**config.mk**
```make
export PLATFORM = sky130hd
export DESIGN_NAME = tl_lane_queue
export DESIGN_NICKNAME = d
export VERILOG_FILES = /design/src/rtl/tl_lane_queue.sv
export SDC_FILE = /design/constraint.sdc
export NUM_CORES = 1
export LEC_CHECK = 0
export ABC_AREA = 0
export CAP_MARGIN = 20
export CORE_UTILIZATION = 45
export CTS_BUF_LIST = sky130_fd_sc_hd__clkbuf_4 sky130_fd_sc_hd__clkbuf_8 sky130_fd_sc_hd__clkbuf_16
export DETAILED_ROUTE_END_ITERATION = 8
export GPL_TIMING_DRIVEN = 0
export HOLD_SLACK_MARGIN = 0.03
export PLACE_DENSITY = 0.75
export SETUP_SLACK_MARGIN = 0.3
export SLEW_MARGIN = 20
export SYNTH_ARGS = -nofsm -noshare
export SYNTH_HDL_FRONTEND = slang
export SYNTH_SLANG_ARGS = --single-unit
```
**constraint.sdc**
```tcl
create_clock -name clk -period 2.35 [get_ports clk]
set_input_delay 0.235 -clock clk [delete_from_list [all_inputs] [get_ports clk]]
set_output_delay 0.235 -clock clk [all_outputs]
set_load 0.02 [all_outputs]
```
**src/rtl/tl_lane_queue.sv**
```systemverilog
// Four-lane vehicle queue model that closes the loop around the left-turn traffic light controller.
// Optional build macro TL_CONFLICT_CHK_EN adds a sticky both-streets-non-red error flag.
module tl_lane_queue #(
    parameter int CNT_W   = 4,
    parameter int Q_MAX   = 15,
    parameter int DEP_CYC = 2
) (
    input  logic             clk,
    input  logic             reset,
    input  logic [1:0]       La,
    input  logic [1:0]       Lb,
    input  logic             arr_a,
    input  logic             arr_al,
    input  logic             arr_b,
    input  logic             arr_bl,
    output logic             Ta,
    output logic             Tal,
    output logic             Tb,
    output logic             Tbl,
    output logic [CNT_W-1:0] cnt_a,
    output logic [CNT_W-1:0] cnt_al,
    output logic [CNT_W-1:0] cnt_b,
    output logic [CNT_W-1:0] cnt_bl,
    output logic [3:0]       dep,
    output logic [3:0]       ovf,
    output logic             err_conflict
);

    localparam int TMR_W = (DEP_CYC > 1) ? $clog2(DEP_CYC) : 1;

    typedef enum logic [1:0] {
        LT_GREEN  = 2'b00,
        LT_YELLOW = 2'b01,
        LT_RED    = 2'b10,
        LT_LEFT   = 2'b11
    } light_e;

    // Lane index order everywhere: 0=a, 1=al, 2=b, 3=bl.
    logic [3:0]       grant;
    logic [3:0]       arr;
    logic [CNT_W-1:0] cnt_q [4];
    logic [CNT_W-1:0] cnt_d [4];
    logic [TMR_W-1:0] tmr_q [4];
    logic [TMR_W-1:0] tmr_d [4];
    logic [3:0]       dep_q, dep_d;
    logic [3:0]       ovf_q, ovf_d;

    assign grant = {Lb == LT_LEFT, Lb == LT_GREEN, La == LT_LEFT, La == LT_GREEN};
    assign arr   = {arr_bl, arr_b, arr_al, arr_a};

    always_comb begin
        // NOTE: every next-state signal gets its hold value first so no path infers a latch.
        dep_d = '0;
        ovf_d = ovf_q;
        for (int i = 0; i < 4; i++) begin
            cnt_d[i] = cnt_q[i];
            tmr_d[i] = '0;
            if (grant[i] && (cnt_q[i] != '0)) begin
                if (tmr_q[i] == TMR_W'(DEP_CYC - 1)) begin
                    dep_d[i] = 1'b1;
                end else begin
                    tmr_d[i] = tmr_q[i] + TMR_W'(1);
                end
            end
            // Departure is judged on the pre-edge count; a coincident arrival cancels it out.
            if (arr[i] && !dep_d[i]) begin
                if (cnt_q[i] == CNT_W'(Q_MAX)) begin
                    ovf_d[i] = 1'b1;
                end else begin
                    cnt_d[i] = cnt_q[i] + CNT_W'(1);
                end
            end else if (dep_d[i] && !arr[i]) begin
                cnt_d[i] = cnt_q[i] - CNT_W'(1);
            end
        end
    end

    // NOTE: sequential state uses non-blocking assignments so all lanes update from pre-edge values.
    always_ff @(posedge clk) begin
        if (reset) begin
            for (int i = 0; i < 4; i++) begin
                cnt_q[i] <= '0;
                tmr_q[i] <= '0;
            end
            dep_q <= '0;
            ovf_q <= '0;
        end else begin
            for (int i = 0; i < 4; i++) begin
                cnt_q[i] <= cnt_d[i];
                tmr_q[i] <= tmr_d[i];
            end
            dep_q <= dep_d;
            ovf_q <= ovf_d;
        end
    end

    assign cnt_a  = cnt_q[0];
    assign cnt_al = cnt_q[1];
    assign cnt_b  = cnt_q[2];
    assign cnt_bl = cnt_q[3];
    assign Ta     = (cnt_q[0] != '0);
    assign Tal    = (cnt_q[1] != '0);
    assign Tb     = (cnt_q[2] != '0);
    assign Tbl    = (cnt_q[3] != '0);
    assign dep    = dep_q;
    assign ovf    = ovf_q;

`ifdef TL_CONFLICT_CHK_EN
    logic err_q;

    always_ff @(posedge clk) begin
        if (reset) begin
            err_q <= 1'b0;
        end else if ((La != LT_RED) && (Lb != LT_RED)) begin
            if (!err_q) begin
                $display("WARNING tl_lane_queue: conflicting lights La=%b Lb=%b at %0t", La, Lb, $time);
            end
            err_q <= 1'b1;
        end
    end

    assign err_conflict = err_q;
`else
    assign err_conflict = 1'b0;
`endif

endmodule

```
# --- Yosys cells after proc, flatten, opt, wreduce, memory -nomap -nowiden ---
# Memories as Yosys holds them, arrays and structs flattened.
# Cells that the tools add are included.
word_totals:
  ff_bits: 8
  latchBits: 0
  ram_bits: 20
  rom_bits: 0
  wordCells: 102
  memories: 2
op_classes:
  addsub: 12
  multipliers: 0
  div_mod_pow: 0
  n_lt_le_gt_ge: 0
  n_eq_ne: 6
  shift: 0
  n_mux: 39
  bitwise: 8
  n_reduce_logical: 30
memory_table:
  columns: ["memory", "depth", "word_bits", "read_ports", "rd_clocked_by_memory_dff", "wr", "line_no", "source"]
  rows:
  - ["cnt_q", 4, 4, 4, 0, 4, "41", "logic [CNT_W-1:0] cnt_q [4];"]
  - ["tmr_q", 4, 1, 4, 0, 4, "43", "logic [TMR_W-1:0] tmr_q [4];"]
op_table:
  columns: ["op", "n"]
  rows:
  - ["$mux 4", 16]
  - ["$mux 1", 23]
  - ["$add 4x1->4 const B", 4]
  - ["$eq 4x4->1 const B", 4]
  - ["$reduce_bool 4->1", 4]
  - ["$sub 4x1->4 const B", 4]
  - ["$logic_and 1x1->1", 12]
  - ["$logic_not 1->1", 8]
  - ["$or 1x1->1", 8]
  - ["$reduce_and 2->1", 4]
  - ["$add 1x1->1 const B", 4]
  - ["$eq 2x2->1 const B", 2]
  - ["$logic_not 2->1", 2]

# --- Depth between registers and ports, before layout ---
# Gate-level depths: netlist of run 1.
# An unclocked memory read counts as a cell.
logic_depth:
  depth_word: 8
  ltp_mapped: 9
  depth_no_buf: 8

# --- Least setup slack after synthesis of run 1 ---
# No wires, ideal clock.
synth_timing:
  kind: "register to register"
  startpoint: "memory cnt_q[3][1]"
  endpoint: "memory cnt_q[3][3]"
  setup_time_ns: 0.095
  arrival_ns: 2.497
  path_slack_ns: -0.242
  path_stages_with_launch: 10
  path_buffers: 1
  synth_period_minus_slack_ns: 2.592
  cell_sequence: "dfxtp_1 -> or4_1 -> buf_2 -> nand2_1 -> nand2_1 -> ha_1 -> a21oi_1 -> nand2_1 -> or4b_1 -> o311ai_1"
synth_lines:
  columns: ["element", "line_no"]
  rows:
  - ["start, declared", "41"]

==> flow_summary.yaml, run 1 <==
layout:
  syn_to_final_growth_pct: 55.7
  layout-drive-gt1-share_pct: 40.9
  multi_input_area_um2: 1380
  regArea_um2: 594
  fin_cells: 300
  antenna_cells: 0
  num-nets-final: 275
  nFillCells: 263
  design_area_um2: 2730
sta:
  min_period_ps: 2260
  rsz0062_at_grt: "yes"
  slew_violations: 0
  clock_skew_ps: 3.45
  slew_headroom_pct: 53.3
  clock.fmax_mhz: 443
  finalHoldViolations: 0
  setup_slack_ps: 92.8
  worst_slew_pin_slew_ps: 701
  timing.final.crit_share_pct: 96.1
  setup_viol: 0
routing:
  ant_nets: 0
  via_per_inst: 5.52
  drc: 0
  drt-wirelength-per-cell_um: 15.7
  num_vias: 1655
  drt-total-wl_um: 4700
  dr.pass1.iters: 4
  drtIter0Drc: 63
yosys:
  yosysWarnings: 0
  synth.area.mux_share_pct: 3.42
  synth_seq_cells: 28
  synth_area_per_cell_um2: 9.23
  synth_edf_count: 0
  synthSimpleGateAreaFrac_pct: 29.7
  yosysSeqAreaShare_pct: 32.0
  synthCells: 190
  ys_async_sr_fraction_pct: 0
  synth_most_common_cell: "dfxtp_1"
  synth_top_family_by_area: "simple AND/OR/NAND/NOR gates"
  synthTopCellsByArea: "dfxtp_1, ha_1, fa_1"
  synth_cell_types: 38
  synthAdderAreaFrac_pct: 10.3
  synth_top_cell_by_area: "dfxtp_1"
  syn_area_um2: 1750
  synthesis.nets: 212
  synthFlopType: "dfxtp_1"
  synthXorXnorAreaFrac_pct: 2.00
  synth-compound-area-share_pct: 17.8
  synthTopCellsByCount: "dfxtp_1, nor2_1"
  synth_top_area_share_pct: 32.0
setup_path:
  reg2reg_depth: 9
  max_stage_delay_ps: 530
  r2r_start: "cnt_q[3][2]"
  worstPathCellList: "or4_4 > buf_8 > nand2_4 > nand2_4 > ha_4 > a21oi_4 > nand2_1 > or4b_1 > o311ai_1"
  rrSetupSlack_ps: 90
  worstPathRequired_ps: 2530
  cp.arrival_ps: 2440
  crit_slowest_cell: "or4_4"
  critPathKind: "flop to flop"
  crit_fanout: 3
  r2r_end: "cnt_q[3][3]"
  crit_path_frequent_cell: "nand2_4"
  startpoint_type: "flop"
  cp-end-kind: "flop"
global_route:
  grt.total_usage_pct: 23.3
  grt_max_degree: 17
  antenna_found_initial: 0
  grt_pass1_wl_um: 7600
  grtUsageMet2_pct: 40.0
  overflow: 0
  met1_usage_pct: 30.2
  grt_pass1_vias: 1664
  grtUsageMet3_pct: 4.05
  top_usage_layer: "met2"
clock_network:
  cts_hold_buffers: 0
  cts_buffers: 3
  root_buffer: "clkbuf_8"
  clock-sinks: 28
  cts_max_level: 1
  cts_tree: "built"
  clk_pin_slew_ps: 100
  worstSkewPairLatency_ps: 270
  clockBufferDepth: 2
flow_run:
  maxCapViolCount: 0
worst_hold_path:
  worstHoldEndpoint: "tmr_q[1]"
  min_path_cells: 1
  min_path_type: "flop to flop"
  worstHoldStart: "tmr_q[1]"
run_status:
  outcome: "finished clean"
die:
  ios: 39
  die-area_um2: 4150
  start_util_pct: 47.6
  die_y_um: 64.4
  fp.dieW_um: 64.4
  std_cell_rows: 22
  coreArea_um2: 3690
place:
  io_buffers: 37
  pre_cts_slack_ps: -36.1
  dp.final_hpwl_um: 3140
  dp.cells: 275
  place_congestion: 0.786
  dpl_cell_area_um2: 2370
pwr:
  p_leak_nw: 1.05
  power_w: 0.00157
  powerDensity_nw_per_um2: 574
  ir_drop_mv: 0.451
==> critical path, delay by kind of cell (launching register included) <==
kind                       cells  cell delay, ps
DFF                            1             350
and+or+nand+nor                5            1200
adders and majority gates      1             260
AOI/OAI and AO/OA              2             210
buffers and inverters          1             140
==> per-layer routing <==
layer	vias up	part of all wire [%]
li1	824	-
met1	794	45
met2	33	52
met3	4	2.4
met4	0	1.1
met5	-	0
==> layout make-up <==
class | count | area share, %
multi-input combinational | 148 | 50.5
clock buffer | 4 | 2.43
sequential | 28 | 21.8
timing repair buffer | 58 | 19.3
buffer | 10 | 3.30
tap | 48 | 2.20
inverter | 4 | 0.550
==> per-stage QoR <==
stage | hold WS [ps] | TNS (ps) | utilization (%)
CTS | 422 | 0 | 71.8
global route | 447 | 0 | 74.1
detailed placement | 407 | -36.1 | 64.1
floorplan | 366 | 0 | -
global placement | 398 | 0 | 64.1
finish | 421 | 0 | 74.1
==> power by group <==
| group | internal [W] | leakage, nW | switching, W |
|---|---|---|---|
| sequential | 0.000514 | 0.235 | 0.0000422 |
| combinational | 0.000347 | 0.777 | 0.000326 |
| clock | 0.000185 | 0.0339 | 0.000151 |
| total | 0.00105 | 1.05 | 0.000520 |
==> placed cells by master, fill, tap and decap left out, drive strengths merged, types with 7 or more instances in the layout <==
cell type,synthesis,routed
nand2,12,12
nor3,14,14
nand3,12,12
nand2b,8,8
ha,8,8
a21oi,12,12
o21ai,8,8
dfxtp,28,28
clkbuf,3,7
buf,7,28
clkdlybuf4s50,0,33
nor2,15,15
==> sequential cells by signal, indices dropped and copies added, names as in the netlist <==
signal	cells
cnt_q	16
ovf	4
tmr_q	4
dep	4
==> how the worst max path moves through the flow <==
stage,start,end
final,cnt_q[3][2],cnt_q[3][3]
after floorplan,cnt_q[3][2],cnt_q[3][3]
after detailed placement,Lb[1],cnt_q[2][3]
after global placement,cnt_q[3][2],cnt_q[3][3]
after global routing,cnt_q[3][3],cnt_q[3][3]
after CTS,cnt_q[3][2],cnt_q[3][3]
==> repair_timing <==
action | in CTS | in global routing
setup buffers | 16 | 5
endpoints found under the setup margin | 14 | 11
pin swaps | 11 | 9
resized for setup | 28 | 11
==> cells by family (layout without fill, tap and decap cells) <==
| kind of cell | Yosys count | in the layout |
|---|---|---|
| multiplexers | 6 | 6 |
| other | 1 | 1 |
| flip-flops | 28 | 28 |
| AND/OR/NAND/NOR | 87 | 87 |
| buffers and inverters | 14 | 76 |
| AO/OA/AOI/OAI | 38 | 38 |
| XOR/XNOR | 4 | 4 |
| adder cells (fa/ha/maj) | 12 | 12 |
Power figures use the tool's default switching activity.
==> run 2: changes to the inputs <==
--- a/config.mk
+++ b/config.mk
@@ -18,3 +18,4 @@
 export SYNTH_ARGS = -nofsm -noshare
 export SYNTH_HDL_FRONTEND = slang
 export SYNTH_SLANG_ARGS = --single-unit
+export TNS_END_PERCENT = 20
==> flow_summary.yaml, run 2 (synthesis results as in run 1) <==
setup_path:
  max_stage_delay_ps: 530
  rrSetupSlack_ps: 110
  cp.arrival_ps: 2430
  critPathKind: "flop to flop"
  reg2reg_depth: 9
  r2r_end: "cnt_q[3][3]"
  r2r_start: "cnt_q[3][2]"
  worstPathRequired_ps: 2540
  endpoint: "cnt_q[3][3]"
  critPathBufInv: 1
  crit_path_frequent_cell: "nand2_4"
  crit_fanout: 3
  startpoint_type: "flop"
  cp_top_family: "simple AND/OR/NAND/NOR gates"
  setup.worst_path.start: "cnt_q[3][2]"
  cp-end-kind: "flop"
  cp.depth: 9
  worstPathCellList: "or4_4 > buf_8 > nand2_4 > nand2_4 > ha_4 > a21oi_4 > nand2_2 > or4b_1 > o311ai_1"
  crit_slowest_cell: "or4_4"
global_route:
  grt.total_usage_pct: 20.0
  grt_pass1_vias: 1421
  grt_max_degree: 17
  grt_pass1_wl_um: 6510
  overflow: 0
  antenna_found_initial: 0
sta:
  worst_slew_pin_slew_ps: 643
  rsz0062_at_grt: "yes"
  clock_skew_ps: 1.10
  clock.fmax_mhz: 446
  timing.final.crit_share_pct: 95.5
  min_period_ps: 2240
  setup_viol: 0
  finalHoldViolations: 0
  slew_violations: 0
  timing.hold.ws_ps: 420
  setup_tns_ps: 0
  slew_headroom_pct: 57.1
routing:
  drt-wirelength-per-cell_um: 13.6
  drc: 0
  via_per_inst: 5.40
  dr.pass1.iters: 4
  drtIter0Drc: 121
  num_vias: 1581
  ant_nets: 0
  drt-total-wl_um: 3990
clock_network:
  clock-sinks: 28
  cts_hold_buffers: 0
  worstSkewPairLatency_ps: 280
  cts_buffers: 3
  cts_tree: "built"
  clockBufferDepth: 2
  root_buffer: "clkbuf_8"
  cts_max_level: 1
  clk_pin_slew_ps: 100
pwr:
  ir_drop_mv: 0.516
  p_leak_nw: 0.986
  powerDensity_nw_per_um2: 585
die:
  die_y_um: 64.4
  coreArea_um2: 3690
  ios: 39
  std_cell_rows: 22
  die-area_um2: 4150
  fp.dieW_um: 64.4
  start_util_pct: 47.6
layout:
  nFillCells: 298
  fin_cells: 293
  multi_input_area_um2: 1270
  regArea_um2: 582
  syn_to_final_growth_pct: 45.5
  largest_reg_flops: 16
  num-nets-final: 268
  final_common_cell: "clkdlybuf4s50_1"
  layout-drive-gt1-share_pct: 30.6
  final_cell_mix: "clkdlybuf4s50_1, dfxtp_1, nor2_1, buf_4, nor3_1"
  largest-register: "cnt_q"
  antenna_cells: 0
place:
  place_congestion: 0.799
  dp.cells: 275
  dp.final_hpwl_um: 2720
  io_buffers: 37
worst_hold_path:
  min_path_type: "flop to flop"
run_status:
  outcome: "finished clean"
flow_run:
  maxCapViolCount: 0
run 2: area by class of cell:
| class | count | area share, % |
|---|---|---|
| buffer | 10 | 3.24 |
| clock buffer | 4 | 2.60 |
| inverter | 4 | 0.588 |
| multi-input combinational | 148 | 49.8 |
| sequential | 28 | 22.8 |
| tap | 48 | 2.35 |
| timing repair buffer | 51 | 18.6 |
run 2: what timing repair did:
| item | CTS | global route |
|---|---|---|
| resized for setup | 13 | 6 |
| pin swaps | 5 | 3 |
| buffers inserted | 10 | 4 |
| endpoints found under the setup margin | 14 | 15 |
run 2: worst min-delay path by stage:
stage	start	endpoint	cells past startpoint
final	tmr_q[3]	tmr_q[3]	1
after global routing	tmr_q[1]	tmr_q[1]	1
after CTS	tmr_q[3]	tmr_q[3]	1
after detailed placement	tmr_q[1]	tmr_q[1]	1
after global placement	tmr_q[1]	tmr_q[1]	1
after floorplan	La[1]	tmr_q[1]	2
run 2: worst register-to-register path: stages (launching register included):
cell	delay (ps)
dfxtp_4	360
or4_4	530
buf_8	140
nand2_4	60
nand2_4	60
ha_4	270
a21oi_4	140
nand2_2	70
or4b_1	460
o311ai_1	80
run 2: power breakdown:
part           switching [W]  internal [W]  total [W]
combinational       0.000280      0.000308   0.000588
clock               0.000155      0.000186   0.000341
sequential         0.0000504      0.000514   0.000564
total               0.000486       0.00101    0.00149
run 2: per-stage QoR:
stage	setup slack [ps]	cell area [um2]	utilization, %	total power (W)
after floorplan	79.1	1860	-	0.000911
after global placement	-117	2290	62.0	0.00107
after detailed placement	-179	2290	62.0	0.00107
after CTS	89.9	2500	67.8	0.00148
after global routing	16.8	2550	69.2	0.00158
final	107	2550	69.2	0.00149
run 2: metal layers:
layer	wire length, um	share of wire (%)	up-vias	GRT usage, %
li1	-	-	810	-
met1	1900	47	732	25.8
met2	1880	47	35	33.4
met3	171	4.3	4	4.40
met4	41	1.0	0	5.28
met5	0	0	-	0
